### config.mk
export PLATFORM = sky130hd
export DESIGN_NAME = led_scan_decoder
export DESIGN_NICKNAME = d
export VERILOG_FILES = /design/src/rtl/led_pkg.sv /design/src/rtl/led_scan_decoder_seg7_to_hex.sv /design/src/rtl/led_scan_decoder.sv
export SDC_FILE = /design/constraint.sdc
export NUM_CORES = 1
export LEC_CHECK = 0
export CAP_MARGIN = 25
export CELL_PAD_IN_SITES_DETAIL_PLACEMENT = 1
export CELL_PAD_IN_SITES_GLOBAL_PLACEMENT = 2
export CORE_UTILIZATION = 38
export CTS_BUF_LIST = sky130_fd_sc_hd__clkbuf_8
export CTS_CLUSTER_SIZE = 30
export DETAILED_ROUTE_END_ITERATION = 12
export PLACE_DENSITY_LB_ADDON = 0.05
export RECOVER_POWER = 50
export SLEW_MARGIN = 40
export SYNTH_ARGS = -nofsm -noshare
export SYNTH_HDL_FRONTEND = slang
export SYNTH_SLANG_ARGS = --single-unit
### constraint.sdc
create_clock -name clk -period 3.9 [get_ports clk]
set_clock_uncertainty 0.2 [all_clocks]
set_input_delay 0.585 -clock clk [delete_from_list [all_inputs] [get_ports clk]]
set_output_delay 0.585 -clock clk [all_outputs]
set_load 0.1 [all_outputs]
### src/rtl/led_pkg.sv
`default_nettype none
// ============================================================================
// Module   : led_pkg
// Purpose  : Glyph table, anode codes and FSM states for the 7-segment bus.
// Revision : 1.0
// ============================================================================
package led_pkg;

    // Segment glyphs, active-high, bit 6 = a ... bit 0 = g
    localparam logic [6:0] GLYPH_0 = 7'b1111110;
    localparam logic [6:0] GLYPH_1 = 7'b0110000;
    localparam logic [6:0] GLYPH_2 = 7'b1101101;
    localparam logic [6:0] GLYPH_3 = 7'b1111001;
    localparam logic [6:0] GLYPH_4 = 7'b0110011;
    localparam logic [6:0] GLYPH_5 = 7'b1011011;
    localparam logic [6:0] GLYPH_6 = 7'b1011111;
    localparam logic [6:0] GLYPH_7 = 7'b1110000;
    localparam logic [6:0] GLYPH_8 = 7'b1111111;
    localparam logic [6:0] GLYPH_9 = 7'b1111011;
    localparam logic [6:0] GLYPH_A = 7'b1110111;
    localparam logic [6:0] GLYPH_B = 7'b0011111;
    localparam logic [6:0] GLYPH_C = 7'b1001110;
    localparam logic [6:0] GLYPH_D = 7'b0111101;
    localparam logic [6:0] GLYPH_E = 7'b1001111;
    localparam logic [6:0] GLYPH_F = 7'b1000111;

    // Decoder result {legal, nibble} for a pattern outside the table
    localparam logic [4:0] DEC_ILLEGAL = 5'b0_0000;

    // Anode codes {an3, an2, an1, an0}, one-cold
    localparam logic [3:0] AN_D0 = 4'b1110;
    localparam logic [3:0] AN_D1 = 4'b1101;
    localparam logic [3:0] AN_D2 = 4'b1011;
    localparam logic [3:0] AN_D3 = 4'b0111;

    typedef enum logic [1:0] {
        ST_IDLE   = 2'd0,
        ST_SAMPLE = 2'd1,
        ST_HOLD   = 2'd2,
        ST_EMIT   = 2'd3
    } state_t;

endpackage
`default_nettype wire

### src/rtl/led_scan_decoder_seg7_to_hex.sv
`default_nettype none
// ============================================================================
// Module   : seg7_to_hex
// Purpose  : Combinational 7-segment glyph to hex nibble decoder.
// Revision : 1.0
// ============================================================================
module seg7_to_hex
    import led_pkg::*;
(
    input  logic [6:0] i_seg,
    output logic [3:0] o_nibble,
    output logic       o_legal
);

    always_comb begin
        {o_legal, o_nibble} = DEC_ILLEGAL;
        case (i_seg)
            GLYPH_0: {o_legal, o_nibble} = {1'b1, 4'h0};
            GLYPH_1: {o_legal, o_nibble} = {1'b1, 4'h1};
            GLYPH_2: {o_legal, o_nibble} = {1'b1, 4'h2};
            GLYPH_3: {o_legal, o_nibble} = {1'b1, 4'h3};
            GLYPH_4: {o_legal, o_nibble} = {1'b1, 4'h4};
            GLYPH_5: {o_legal, o_nibble} = {1'b1, 4'h5};
            GLYPH_6: {o_legal, o_nibble} = {1'b1, 4'h6};
            GLYPH_7: {o_legal, o_nibble} = {1'b1, 4'h7};
            GLYPH_8: {o_legal, o_nibble} = {1'b1, 4'h8};
            GLYPH_9: {o_legal, o_nibble} = {1'b1, 4'h9};
            GLYPH_A: {o_legal, o_nibble} = {1'b1, 4'hA};
            GLYPH_B: {o_legal, o_nibble} = {1'b1, 4'hB};
            GLYPH_C: {o_legal, o_nibble} = {1'b1, 4'hC};
            GLYPH_D: {o_legal, o_nibble} = {1'b1, 4'hD};
            GLYPH_E: {o_legal, o_nibble} = {1'b1, 4'hE};
            GLYPH_F: {o_legal, o_nibble} = {1'b1, 4'hF};
            default: {o_legal, o_nibble} = DEC_ILLEGAL;
        endcase
    end

endmodule
`default_nettype wire

### src/rtl/led_scan_decoder.sv
`default_nettype none
// ============================================================================
// Module   : led_scan_decoder
// Purpose  : Receive-side monitor rebuilding the 16-bit word from a 4-digit
//            multiplexed 7-segment bus.
// Revision : 1.0
// ============================================================================
module led_scan_decoder
    import led_pkg::*;
#(
    parameter int SETTLE  = 4,
    parameter int TIMEOUT = 4096,
    parameter int CW      = 13
) (
    input  logic        clk,
    input  logic        reset,
    input  logic        an3,
    input  logic        an2,
    input  logic        an1,
    input  logic        an0,
    input  logic        a,
    input  logic        b,
    input  logic        c,
    input  logic        d,
    input  logic        e,
    input  logic        f,
    input  logic        g,
    input  logic        dp,
    output logic [15:0] word,
    output logic        valid,
    output logic        changed,
    output logic        seg_err,
    output logic        stale
);

    state_t          r_state;
    logic [3:0]      r_an;
    logic [6:0]      r_seg;
    logic            r_dp;
    logic [3:0]      r_prev_an;
    logic [6:0]      r_prev_seg;
    logic [3:0]      r_samp_an;
    logic [6:0]      r_samp_seg;
    logic [CW-1:0]   r_settle;
    logic [CW-1:0]   r_to;
    logic [3:0]      r_mask;
    logic [3:0][3:0] r_slot;

    logic            w_change;
    logic            w_single;
    logic [CW-1:0]   w_settle_next;
    logic [1:0]      w_idx;
    logic [3:0]      w_nib;
    logic            w_legal;
    logic            w_to_hit;
    logic [3:0]      w_mask_base;
    logic [3:0]      w_mask_set;
    logic [3:0][3:0] w_frame;
    logic            w_unused_dp;

    assign w_unused_dp = r_dp;

    assign w_change = {r_an, r_seg} != {r_prev_an, r_prev_seg};
    assign w_single = (r_an == AN_D0) || (r_an == AN_D1) ||
                      (r_an == AN_D2) || (r_an == AN_D3);

    always_comb begin
        w_settle_next = r_settle;
        if (!w_single || w_change) begin
            w_settle_next = '0;
        end else if (r_settle != CW'(SETTLE)) begin
            w_settle_next = r_settle + 1'b1;
        end
    end

    always_comb begin
        w_idx = 2'd0;
        case (r_samp_an)
            AN_D1:   w_idx = 2'd1;
            AN_D2:   w_idx = 2'd2;
            AN_D3:   w_idx = 2'd3;
            default: w_idx = 2'd0;
        endcase
    end

    seg7_to_hex u_dec (
        .i_seg    (r_samp_seg),
        .o_nibble (w_nib),
        .o_legal  (w_legal)
    );

    // The timeout fires once, on the cycle the counter first reaches TIMEOUT
    assign w_to_hit    = (r_state != ST_EMIT) && (r_to == CW'(TIMEOUT - 1));
    assign w_mask_base = w_to_hit ? 4'b0000 : r_mask;
    assign w_mask_set  = w_mask_base | (4'b0001 << w_idx);

    always_comb begin
        w_frame        = r_slot;
        w_frame[w_idx] = w_nib;
    end

    always_ff @(posedge clk) begin
        if (reset) begin
            r_state    <= ST_IDLE;
            r_an       <= 4'hF;
            r_seg      <= 7'h00;
            r_dp       <= 1'b1;
            r_prev_an  <= 4'hF;
            r_prev_seg <= 7'h00;
            r_samp_an  <= 4'hF;
            r_samp_seg <= 7'h00;
            r_settle   <= '0;
            r_to       <= '0;
            r_mask     <= 4'b0000;
            r_slot     <= '0;
            word       <= 16'h0000;
            valid      <= 1'b0;
            changed    <= 1'b0;
            seg_err    <= 1'b0;
            stale      <= 1'b0;
        end else begin
            r_an       <= {an3, an2, an1, an0};
            r_seg      <= ~{a, b, c, d, e, f, g};
            r_dp       <= dp;
            r_prev_an  <= r_an;
            r_prev_seg <= r_seg;
            r_settle   <= w_settle_next;
            r_mask     <= w_mask_base;
            valid      <= 1'b0;
            changed    <= 1'b0;
            seg_err    <= 1'b0;

            if (r_state != ST_EMIT) begin
                if (r_to != CW'(TIMEOUT)) begin
                    r_to <= r_to + 1'b1;
                end
                if (w_to_hit) begin
                    stale <= 1'b1;
                end
            end

            case (r_state)
                ST_IDLE: begin
                    // Snapshot the settled pattern so a change during SAMPLE cannot corrupt it
                    if (w_single && (w_settle_next == CW'(SETTLE))) begin
                        r_samp_an  <= r_an;
                        r_samp_seg <= r_seg;
                        r_state    <= ST_SAMPLE;
                    end
                end
                ST_SAMPLE: begin
                    if (w_legal) begin
                        r_slot[w_idx] <= w_nib;
                        r_mask        <= w_mask_set;
                    end else begin
                        seg_err <= 1'b1;
                    end
                    if (w_legal && (w_mask_set == 4'b1111)) begin
                        word    <= w_frame;
                        valid   <= 1'b1;
                        changed <= (w_frame != word);
                        r_mask  <= 4'b0000;
                        r_to    <= '0;
                        stale   <= 1'b0;
                        r_state <= ST_EMIT;
                    end else begin
                        r_state <= w_change ? ST_IDLE : ST_HOLD;
                    end
                end
                ST_HOLD: begin
                    if (w_change) begin
                        r_state <= ST_IDLE;
                    end
                end
                ST_EMIT: begin
                    r_state <= w_change ? ST_IDLE : ST_HOLD;
                end
                default: r_state <= ST_IDLE;
            endcase
        end
    end

endmodule
`default_nettype wire

==> key figures <==
Run status
  – Outcome: finished with violations
  – Failing checks: capacitance limit, slew limit

Critical path
  – CP Launch Type: flop
  – Critical-path cell list: and3b_1 -> o211a_1 -> nor4_4 -> xor2_1 -> a21oi_1 -> or4_1 -> o41a_1
  – CP max stage delay: between 0.6 and 0.7 ns
  – Crit path kind: reg -> reg
  – Delay-heaviest family, CP: simple AND/OR/NAND/NOR gates
  – Worst EP arrival: ~3.4 ns
  – Crit path max fanout: 15
  – Setup crit end kind: flop
  – Bufs and invs on worst path: 0
  – CP required: approximately 4 ns
  – CP max stage cell: dfxtp_1

Logic synthesis
  – Async set or reset register ratio after synthesis: 0%
  – Syn_area_per_cell: 8.847 um^2
  – Syn nets: 613
  – Synth Register Bits: between 100 and 150
  – Mapped cell area: about 0.0053 mm^2
  – EDFF count, synth: 0
  – Synth warnings: 0
  – Cell count after synthesis: about 600
  – Sequential area share after synthesis: 38.41%
  – Ys flop type: dfxtp_1
  – Synth cell types: approximately 70

Routing
  – Drt drc: 0
  – Via density: between 5 and 6
  – Final ANT Viol Nets: 0
  – Initial drt markers: about 210
  – Routed vias: a little over 4,000
  – Final wirelength: 12,730 um
  – Drt first pass iters: 5
  – Routed wire per std cell: approximately 16 um

Placement
  – Port Buf Inserts: 32
  – Placed cell areas: 0.005463 mm^2
  – Placed insts: ~760
  – Routability congestion estimate: 0.7889
  – Dpl hpwl: around 9000 um

Global route
  – Largest net degree at the start of global routing: just over 40
  – Global-route wire length before repair: ~22,000 um
  – Vias in the first global route: between 4,000 and 5,000
  – Global routing's busiest layer: met2
  – M1 GR Usage: about a quarter
  – Grt met2 use: ~32%
  – Gr usage total: slightly below 20%
  – Total gr overflow: 0
  – Initial antenna violation count: 0
  – Global Route met3 Usage: 4.325%

Job
  – Max-Cap Viols: 1

Timing
  – Final setup fails: 0
  – Setup TNS: 0 ns
  – RSZ-0062 raised after global routing: false
  – Worst-Margin Slew: around 1.6 ns
  – Max-slew headroom: -8.829%
  – Slew Viols, Final: 41
  – Final Hold Viols: 0
  – Peak Freq: 304.8 MHz
  – Crit path time final: around 3.3 ns
  – Final hold slack: ~0.25 ns
  – Final Cycle Share: approximately 84%

Pwr
  – Combinational share of power: between 3 and 4%
  – Sequential share of power: around 56%
  – Clock share of power: between 40% and 50%
  – Int Power: approximately 1500 uW
  – Worst VDD drop: 0.1565 mV
  – Pwr Density: roughly 330 mW/mm^2
  – Sw power: 417.9 uW
  – Leak: 0.001885 uW
  – Switch share: between 20% and 30%

Cells and area
  – Nets: approximately 620
  – Area grow syn2layout: 7.440%
  – Finished Cell Area: 0.005655 mm^2
  – Sequential Area: around 0.0020 mm^2
  – Most common library cell in the layout ignoring fill and taps: dfxtp_1
  – Multi-input logic area: about 0.0029 mm^2
  – Final Util: a little over two fifths
  – Layout cell share with drive strength beyond 1: between 9 and 10%
  – Final cell count without fillers: roughly 800
  – Most frequent cells in the layout: 101 x dfxtp_1, 67 x nor2_1, 53 x nand2_1
  – Number of fill cells: 1,603
  – Antenna cells: 0

Clock network
  – Clock sinks: approximately 100
  – Cts-stage hold buffer count: 0
  – CTS tree: yes
  – Clk pin slew, worst setup/hold paths: approximately 0.10 ns
  – Max H-tree Level: 3
  – Cts bufs inserted: 9
  – Clock tree buffer depth: 2
  – Post-CTS Setup Bufs: 0
  – Post-cts resize count: 0
  – Root buffer cell: clkbuf_8
  – Clk Latency, worst-skew pair: about 0.37 ns

Floorplan
  – Initial Utilization: 39.28%
  – CORE AREA: 0.01340 mm^2
  – Die ar.: 0.01433 mm^2
  – DIE HEIGHT: roughly 120 um
  – I/O Pins: 34
  – # rows: 42
  – Die Wd: approximately 120 um

Worst hold path
  – Worst hold-check path type: reg -> reg
[per-layer routing]
| layer | vias to the layer above | wire [um] |
|---|---|---|
| met5 | - | 0 |
| met4 | 0 | 71 |
| met3 | 4 | 367 |
| met2 | 40 | 6100 |
| met1 | 2042 | 6188 |
| li1 | 2067 | - |
[worst reg2reg max path, stage by stage, from the launching register on]
cell,delay (ns)
dfxtp_1,0.65
and3b_1,0.24
o211a_1,0.26
nor4_4,0.60
xor2_1,0.20
a21oi_1,0.09
or4_1,0.53
o41a_1,0.42
[logic make-up after synthesis]
group                    after synthesis  synth area share (%)
AO/OA/AOI/OAI                        101                 14.29
XOR/XNOR                              69                 11.48
adder cells (fa/ha/maj)                4                0.9508
buffers and inverters                 64                 6.774
flip-flops                           101                 38.41
multiplexers                          12                 2.448
AND/OR/NAND/NOR                      244                 25.65
[state kept, by name (all words and copies together), names as in the netlist]
| signal | count |
|---|---|
| r_samp_seg | 7 |
| r_seg | 7 |
| r_mask | 4 |
| r_settle | 13 |
| r_an | 4 |
| r_to | 13 |
| changed | 1 |
| r_slot | 16 |
| valid | 1 |
| r_prev_an | 4 |
| word | 16 |
| r_state | 2 |
| r_prev_seg | 7 |
| seg_err | 1 |
| stale | 1 |
| r_samp_an | 4 |
[final timing paths]
kind | from | end | slack (ns) | depth (start not counted)
max | r_samp_seg[3]$_SDFFE_PP0P_ | changed$_SDFF_PP0_ | 0.62 | 7
min | stale$_SDFF_PP0_ | stale$_SDFF_PP0_ | 0.25 | 2
max reg2reg | r_samp_seg[3]$_SDFFE_PP0P_ | changed$_SDFF_PP0_ | 0.62 | 7
min reg2reg | stale$_SDFF_PP0_ | stale$_SDFF_PP0_ | 0.25 | 2
[power by group through the flow]
| stage | Sequential, uW | Clock [uW] | Combinational (uW) |
|---|---|---|---|
| final | 1050 | 752 | 64.4 |
| after global routing | 1060 | 817 | 72.7 |
| after CTS | 1060 | 782 | 65.9 |
| after detailed placement | 1080 | 0 | 65.5 |
| after global placement | 1080 | 0 | 65.2 |
| after floorplan | 1080 | 0 | 45.0 |
[per-stage QoR]
step                      total power, uW  worst slack [ns]
after floorplan                      1121             1.053
after global placement               1144            0.6430
after detailed placement             1144            0.6172
after CTS                            1903            0.5981
after global routing                 1947            0.4212
final                                1871            0.6189
[synth_stat cells (all sizes together), types with 6 or more instances]
cell | number | area (um^2)
nand3 | 11 | 60.06
nor3 | 15 | 75.07
o211ai | 13 | 122.6
xor2 | 29 | 254.0
xnor2 | 40 | 350.3
buf | 33 | 237.7
nor2 | 78 | 370.4
clkbuf | 15 | 58.81
dfxtp | 101 | 2022
a211oi | 22 | 177.7
a21oi | 33 | 165.2
nor4 | 6 | 52.55
nand4 | 13 | 81.33
nor2b | 15 | 93.84
and2 | 6 | 42.54
mux2 | 7 | 78.82
nand2 | 54 | 210.2
and3 | 8 | 55.05
inv | 16 | 60.05
[area by class of cell]
class | count | share of cell area, %
Clock inverter | 6 | 1.549
Multi-Input combinational cell | 430 | 50.97
Tap cell | 176 | 3.894
Inverter | 16 | 1.062
Sequential cell | 101 | 35.75
Timing Repair Buffer | 40 | 4.336
Clock buffer | 10 | 2.434
Power figures use the tool's default switching activity.
==> variant 1 (same flow settings) <==
The parameter `CW` goes from 13 to 15.
--- a/src/rtl/led_scan_decoder.sv
+++ b/src/rtl/led_scan_decoder.sv
@@ -11,5 +11,5 @@
     parameter int SETTLE  = 4,
     parameter int TIMEOUT = 4096,
-    parameter int CW      = 13
+    parameter int CW      = 15
 ) (
     input  logic        clk,
Function: no difference found for any inputs over 10 cycles, from zero or initial values and one cycle with reset high; that may be too few to reach the edited logic, so the function may still have changed.
==> variant 1 against the unedited design <==
Combinational power shrank 8.5%; final area grew 0.95%; synthesized cell count rose by 1.7%; worst setup slack worse by 0.15 ns; core utilization increased by 0.40 points; routed wire length grew 2.9%; total power increased by 0.12%; sequential cell count is 4 higher; sequential power grew 5%; die area rose by 0.49%; area after synthesis rose by 0.50%; first-iteration DRC count shrank 5.3%; fmax fell by 4.3%; largest cell class unchanged; largest power group unchanged.
==> variant 1: results (changes against the unedited design) <==
| Metric | Value |
|---|---|
| Met2 wire len | `6170 um (+1.2%)` |
| Xor and xnor area share after synthesis | `9.60% (-1.9 points)` |
| Leakage | `1.97 nW (+4.5%)` |
| DP Area | `5540 um2 (+1.5%)` |
| Seq/Total Area, Yosys | `39.7% (+1.3 points)` |
| Top cells by count, synth | `dfxtp_1 (105), nor2_1 (102), xor2_1 (33), mux2i_1 (26), xnor2_1 (25)` |
| Tot GR Track Use | `19.3% (+0.074 points)` |
| Psw | `0.455 mW (+8.9%)` |
| Reg-to-reg slack, setup | `0.47 ns (-0.15 ns)` |
| Net count, final | `632 (+2.6%)` |
| Worst r2r src | `r_samp_seg[6]` |
| Synth Area in Adders | `0.946% (-0.0047 points)` |
| Largest net degree at the start of global routing | `38 (-7.3%)` |
| Worst Setup End Kind | `register` |
| GR Layer Usage met2 | `31.6% (-0.65 points)` |
| R2R cell count | `8 (+1)` |
| Least-Margin Pin Slew | `1.43 ns (-0.204 ns)` |
| Ys Warns | `0 (unchanged)` |
| Metal1 wirelength | `6500 um (+5.0%)` |
| Post-synthesis net count | `623 (+1.6%)` |
| First-pass detailed-route iteration total | `4 (-1)` |
| First-pass GRT wire length | `21,900 um (-0.22%)` |
| Share of layout cells above drive strength 1 | `6.62% (-3.2 points)` |
| Routability cong. | `0.747 (-5.4%)` |
| Util after Layout | `42.6% (+0.40 points)` |
| Largest stage delay, worst path | `0.63 ns (-0.02 ns)` |
| Half-perimeter wire length after placement | `9160 um (+1.2%)` |
| Post-synthesis mux area share | `4.92% (+2.5 points)` |
| Fillers | `1,634 (+1.9%)` |
| Placement Setup Slack | `0.643 ns (+0.0257 ns)` |
| RR Endpoint | `word[14]` |
| Peak VDD IR | `0.000205 V (+31%)` |
| Critical Path AT | `3.49 ns (+0.14 ns)` |
| Compound-cell area share of the yosys netlist | `13.8% (-0.50 points)` |
| Crit Path Max Fanout | `16 (+1)` |
| GR Util met1 | `25.1% (about the same)` |
| Largest cells by area after synthesis | `dfxtp_1 (40%), nor2_1 (7.2%), xor2_1 (5.5%)` |
| Hold WS | `0.258 ns (+0.00498 ns)` |
| Max Clk Rate | `292 MHz (-4.3%)` |
| Status | `finished, final reports clean` |
| Distinct cells, synth | `70 (+1.4%)` |
| Avg Vias per Cell | `5.38 (+1.0%)` |
| Global Route met3 Usage | `4.47% (+0.14 points)` |
| Vias in the first global route | `4,310 (+2.3%)` |
| Clock Latency Late Sink | `0.39 ns (+0.02 ns)` |
| DRT Wirelength | `13,100 um (+2.9%)` |
| Placed Instances | `779 (+2.1%)` |
| WL met3 | `315 um (-14%)` |
## variant 1: layout make-up
type                    count  share of cell area [%]
clock buffers               9                    2.17
clock inverters             7                    1.36
inverters                  17                    1.12
multi-input cells         442                    50.5
flip-flops and latches    105                    36.8
well taps                 176                    3.86
repair buffers             39                    4.19
## variant 1: power groups by stage
stage                     sequential [mW]  clock, mW  combinational (mW)
after CTS                            1.10      0.748              0.0612
after global routing                 1.10      0.788              0.0671
after global placement               1.12          0              0.0589
final                                1.10      0.717              0.0589
after detailed placement             1.12          0              0.0608
after floorplan                      1.12          0              0.0397
## variant 1: worst min path at each step
stage / from / endpoint / cells past startpoint
after floorplan: r_to[1] / r_to[1] / 2
after global placement: stale / stale / 2
after global routing: stale / stale / 2
final: stale / stale / 2
after detailed placement: stale / stale / 2
after CTS: stale / stale / 2
==> variant 2 (same settings) <==
Without the edit above. Add an input register stage for `f`, cleared by the reset; this delays it by one clock. The other inputs are not delayed to match.
--- a/src/rtl/led_scan_decoder.sv
+++ b/src/rtl/led_scan_decoder.sv
@@ -33,4 +33,14 @@
     output logic        stale
 );
+
+    logic f_q;
+
+    always_ff @(posedge clk) begin
+        if (reset) begin
+            f_q <= '0;
+        end else begin
+            f_q <= f;
+        end
+    end
 
     state_t          r_state;
@@ -121,5 +131,5 @@
         end else begin
             r_an       <= {an3, an2, an1, an0};
-            r_seg      <= ~{a, b, c, d, e, f, g};
+            r_seg      <= ~{a, b, c, d, e, f_q, g};
             r_dp       <= dp;
             r_prev_an  <= r_an;
Function: changed (Yosys sat finds a counterexample within 10 cycles, from zero or initial values and one cycle with reset high).
==> variant 2 against the unedited design <==
The flow still finishes with violations (capacitance limit, slew limit); final area shrank 0.46%; total power shrank 6.5%; routed wire length grew 8.0%; first-iteration DRC count grew 36%; area after synthesis shrank 2.7%; worst setup slack gained 0.034 ns; sequential cell count grew 1; count of clock-buffer cells in the layout is the same.
==> variant 2: results (changes against the unedited design) <==
| Metric | Value |
|---|---|
| Status | `finished, violations left` |
| Failing checks | `capacitance limit, slew limit` |
| Routability cong. | `0.798 (+1.2%)` |
| Fillers | `1,599 (-0.25%)` |
| Largest cells by area after synthesis | `dfxtp_1 (40%), nor2_1 (6.4%), xor2_1 (5.3%)` |
| Net count, final | `642 (+4.2%)` |
| Clock Latency Late Sink | `0.38 ns` |
| Leakage | `1.92 nW (+2.0%)` |
| Initial DRC count | `282 (+36%)` |
| Seq/Total Area, Yosys | `39.9% (+1.5 points)` |
| WHS Endpoint | `r_seg[1]` |
| Xor and xnor area share after synthesis | `8.89% (-2.6 points)` |
| Peak VDD IR | `0.000187 V (+19%)` |
| Tot GR Track Use | `21.1% (+1.8 points)` |
| Initial antenna violation count | `0 (unchanged)` |
| Pins Over Slew Limit | `67 (+63%)` |
| Post-CTS Hold Fix Bufs | `0 (unchanged)` |
| Hold crit path type | `register to register` |
| Longest Clk Path Bufs | `2 (unchanged)` |
| Avg Vias per Cell | `5.46 (+2.5%)` |
| Vias in the first global route | `4,490 (+6.6%)` |
| Critical Path AT | `3.17 ns (-0.18 ns)` |
| Placement Setup Slack | `0.665 ns (+0.0478 ns)` |
| Hold path cells | `1 (-1)` |
| Synth Area in Adders | `0.977% (+0.026 points)` |
| Port Buffers | `32 (unchanged)` |
| Top Registers | `r_slot: 16 flops, word: 16 flops` |
| Post-synthesis mux area share | `3.54% (+1.1 points)` |
| Compound-cell area share of the yosys netlist | `16.3% (+2.0 points)` |
| Global Route met3 Usage | `4.36% (+0.035 points)` |
| Post-cts sizing count | `0 (unchanged)` |
| Avg Cell Area, Syn | `8.48 um2 (-4.1%)` |
| MaxCap Viol Count | `1 (unchanged)` |
| Area of the multi-input gates | `2870 um2 (-0.56%)` |
| Placed Instances | `789 (+3.4%)` |
| HP Start | `f_q` |
| Top cells by count, synth | `dfxtp_1 (102), nor2_1 (87), nand2_1 (54), a21oi_1 (39), xor2_1 (31)` |
| DR WL/cell | `17.1 um (+4.6%)` |
| Post-synthesis net count | `622 (+1.5%)` |
| Distinct cells, synth | `70 (+1.4%)` |
| Share of layout cells above drive strength 1 | `8.43% (-1.4 points)` |
| Reg-to-reg slack, setup | `0.65 ns (+0.03 ns)` |
| Non-Filler Instances | `805 (+3.3%)` |
| Half-perimeter wire length after placement | `9810 um (+8.5%)` |
| GR Util met1 | `27.3% (+2.2 points)` |
| Largest net degree at the start of global routing | `67 (+63%)` |
| R2R cell count | `8 (+1)` |
| Worst r2r src | `r_samp_seg[6]` |
| Post-synth ARST share | `0% (unchanged)` |
| DP Area | `5480 um2 (+0.37%)` |
| Post-CTS setup buffers | `0 (unchanged)` |
| RR Endpoint | `changed` |
| Ys Warns | `0 (unchanged)` |
| Hold WS | `0.190 ns (-0.0635 ns)` |
| First-pass GRT wire length | `23,300 um (+6.4%)` |
| CTS Buf Count | `9 (unchanged)` |
| First-pass detailed-route iteration total | `4 (-1)` |
| GR Layer Usage met2 | `35.4% (+3.2 points)` |
| Rel. slew slack | `-91.8% (-83 points)` |
[variant 2: cell count changes after synthesis, moves of 7 or more]
cell | before | now
nand3_1 | 10 | 19
o2111ai_1 | 2 | 12
nor2_1 | 67 | 87
clkbuf_1 | 13 | 21
buf_6 | 8 | 1
or2_2 | 5 | 12
xnor2_1 | 40 | 21
nor2_4 | 10 | 0
buf_2 | 19 | 6
o21ai_0 | 5 | 13
mux2i_1 | 5 | 17
nand4_1 | 13 | 6
nor3_1 | 15 | 8
[variant 2: cells by family after synthesis]
group / Yosys count
AO/OA/AOI/OAI: 117
XOR/XNOR: 52
adder cells (fa/ha/maj): 4
buffers and inverters: 49
flip-flops: 102
multiplexers: 18
AND/OR/NAND/NOR: 262
[variant 2: layout make-up]
| type | count | share of cell area (%) |
|---|---|---|
| inverter | 15 | 1.00 |
| sequential | 102 | 36.3 |
| multi-input combinational | 453 | 50.9 |
| clock inverter | 6 | 0.689 |
| tap | 176 | 3.91 |
| clock buffer | 10 | 2.44 |
| timing repair buffer | 43 | 4.76 |
[variant 2: how the worst max path moves through the flow]
| stage | from | to | slack, ns | cells past startpoint |
|---|---|---|---|---|
| finish | r_samp_seg[6] | changed | 0.65 | 8 |
| global route | r_samp_seg[6] | changed | 0.36 | 8 |
| CTS | r_samp_seg[6] | r_mask[1] | 0.61 | 7 |
| detailed placement | r_samp_seg[6] | r_to[0] | 0.67 | 7 |
| global placement | r_to[0] | stale | 0.73 | 8 |
| floorplan | r_settle[0] | r_samp_an[0] | 1.20 | 10 |
[variant 2: critical path: stages (launching register included)]
cell,delay (ns)
dfxtp_1,0.63
or3b_4,0.46
a31o_1,0.27
and3_1,0.18
buf_4,0.20
o21ai_0,0.32
xor2_1,0.14
a2111oi_2,0.41
a311oi_1,0.16
[variant 2: power breakdown]
group          internal, mW  switching [mW]
combinational        0.0287          0.0304
clock                 0.249           0.374
sequential             1.05          0.0122
[variant 2: per-layer routing]
layer  wire [um]  vias up
met2        6790       39
met1        6500     2177
met3         299       11
met4         163        0
met5           0        -
li1            -     2170
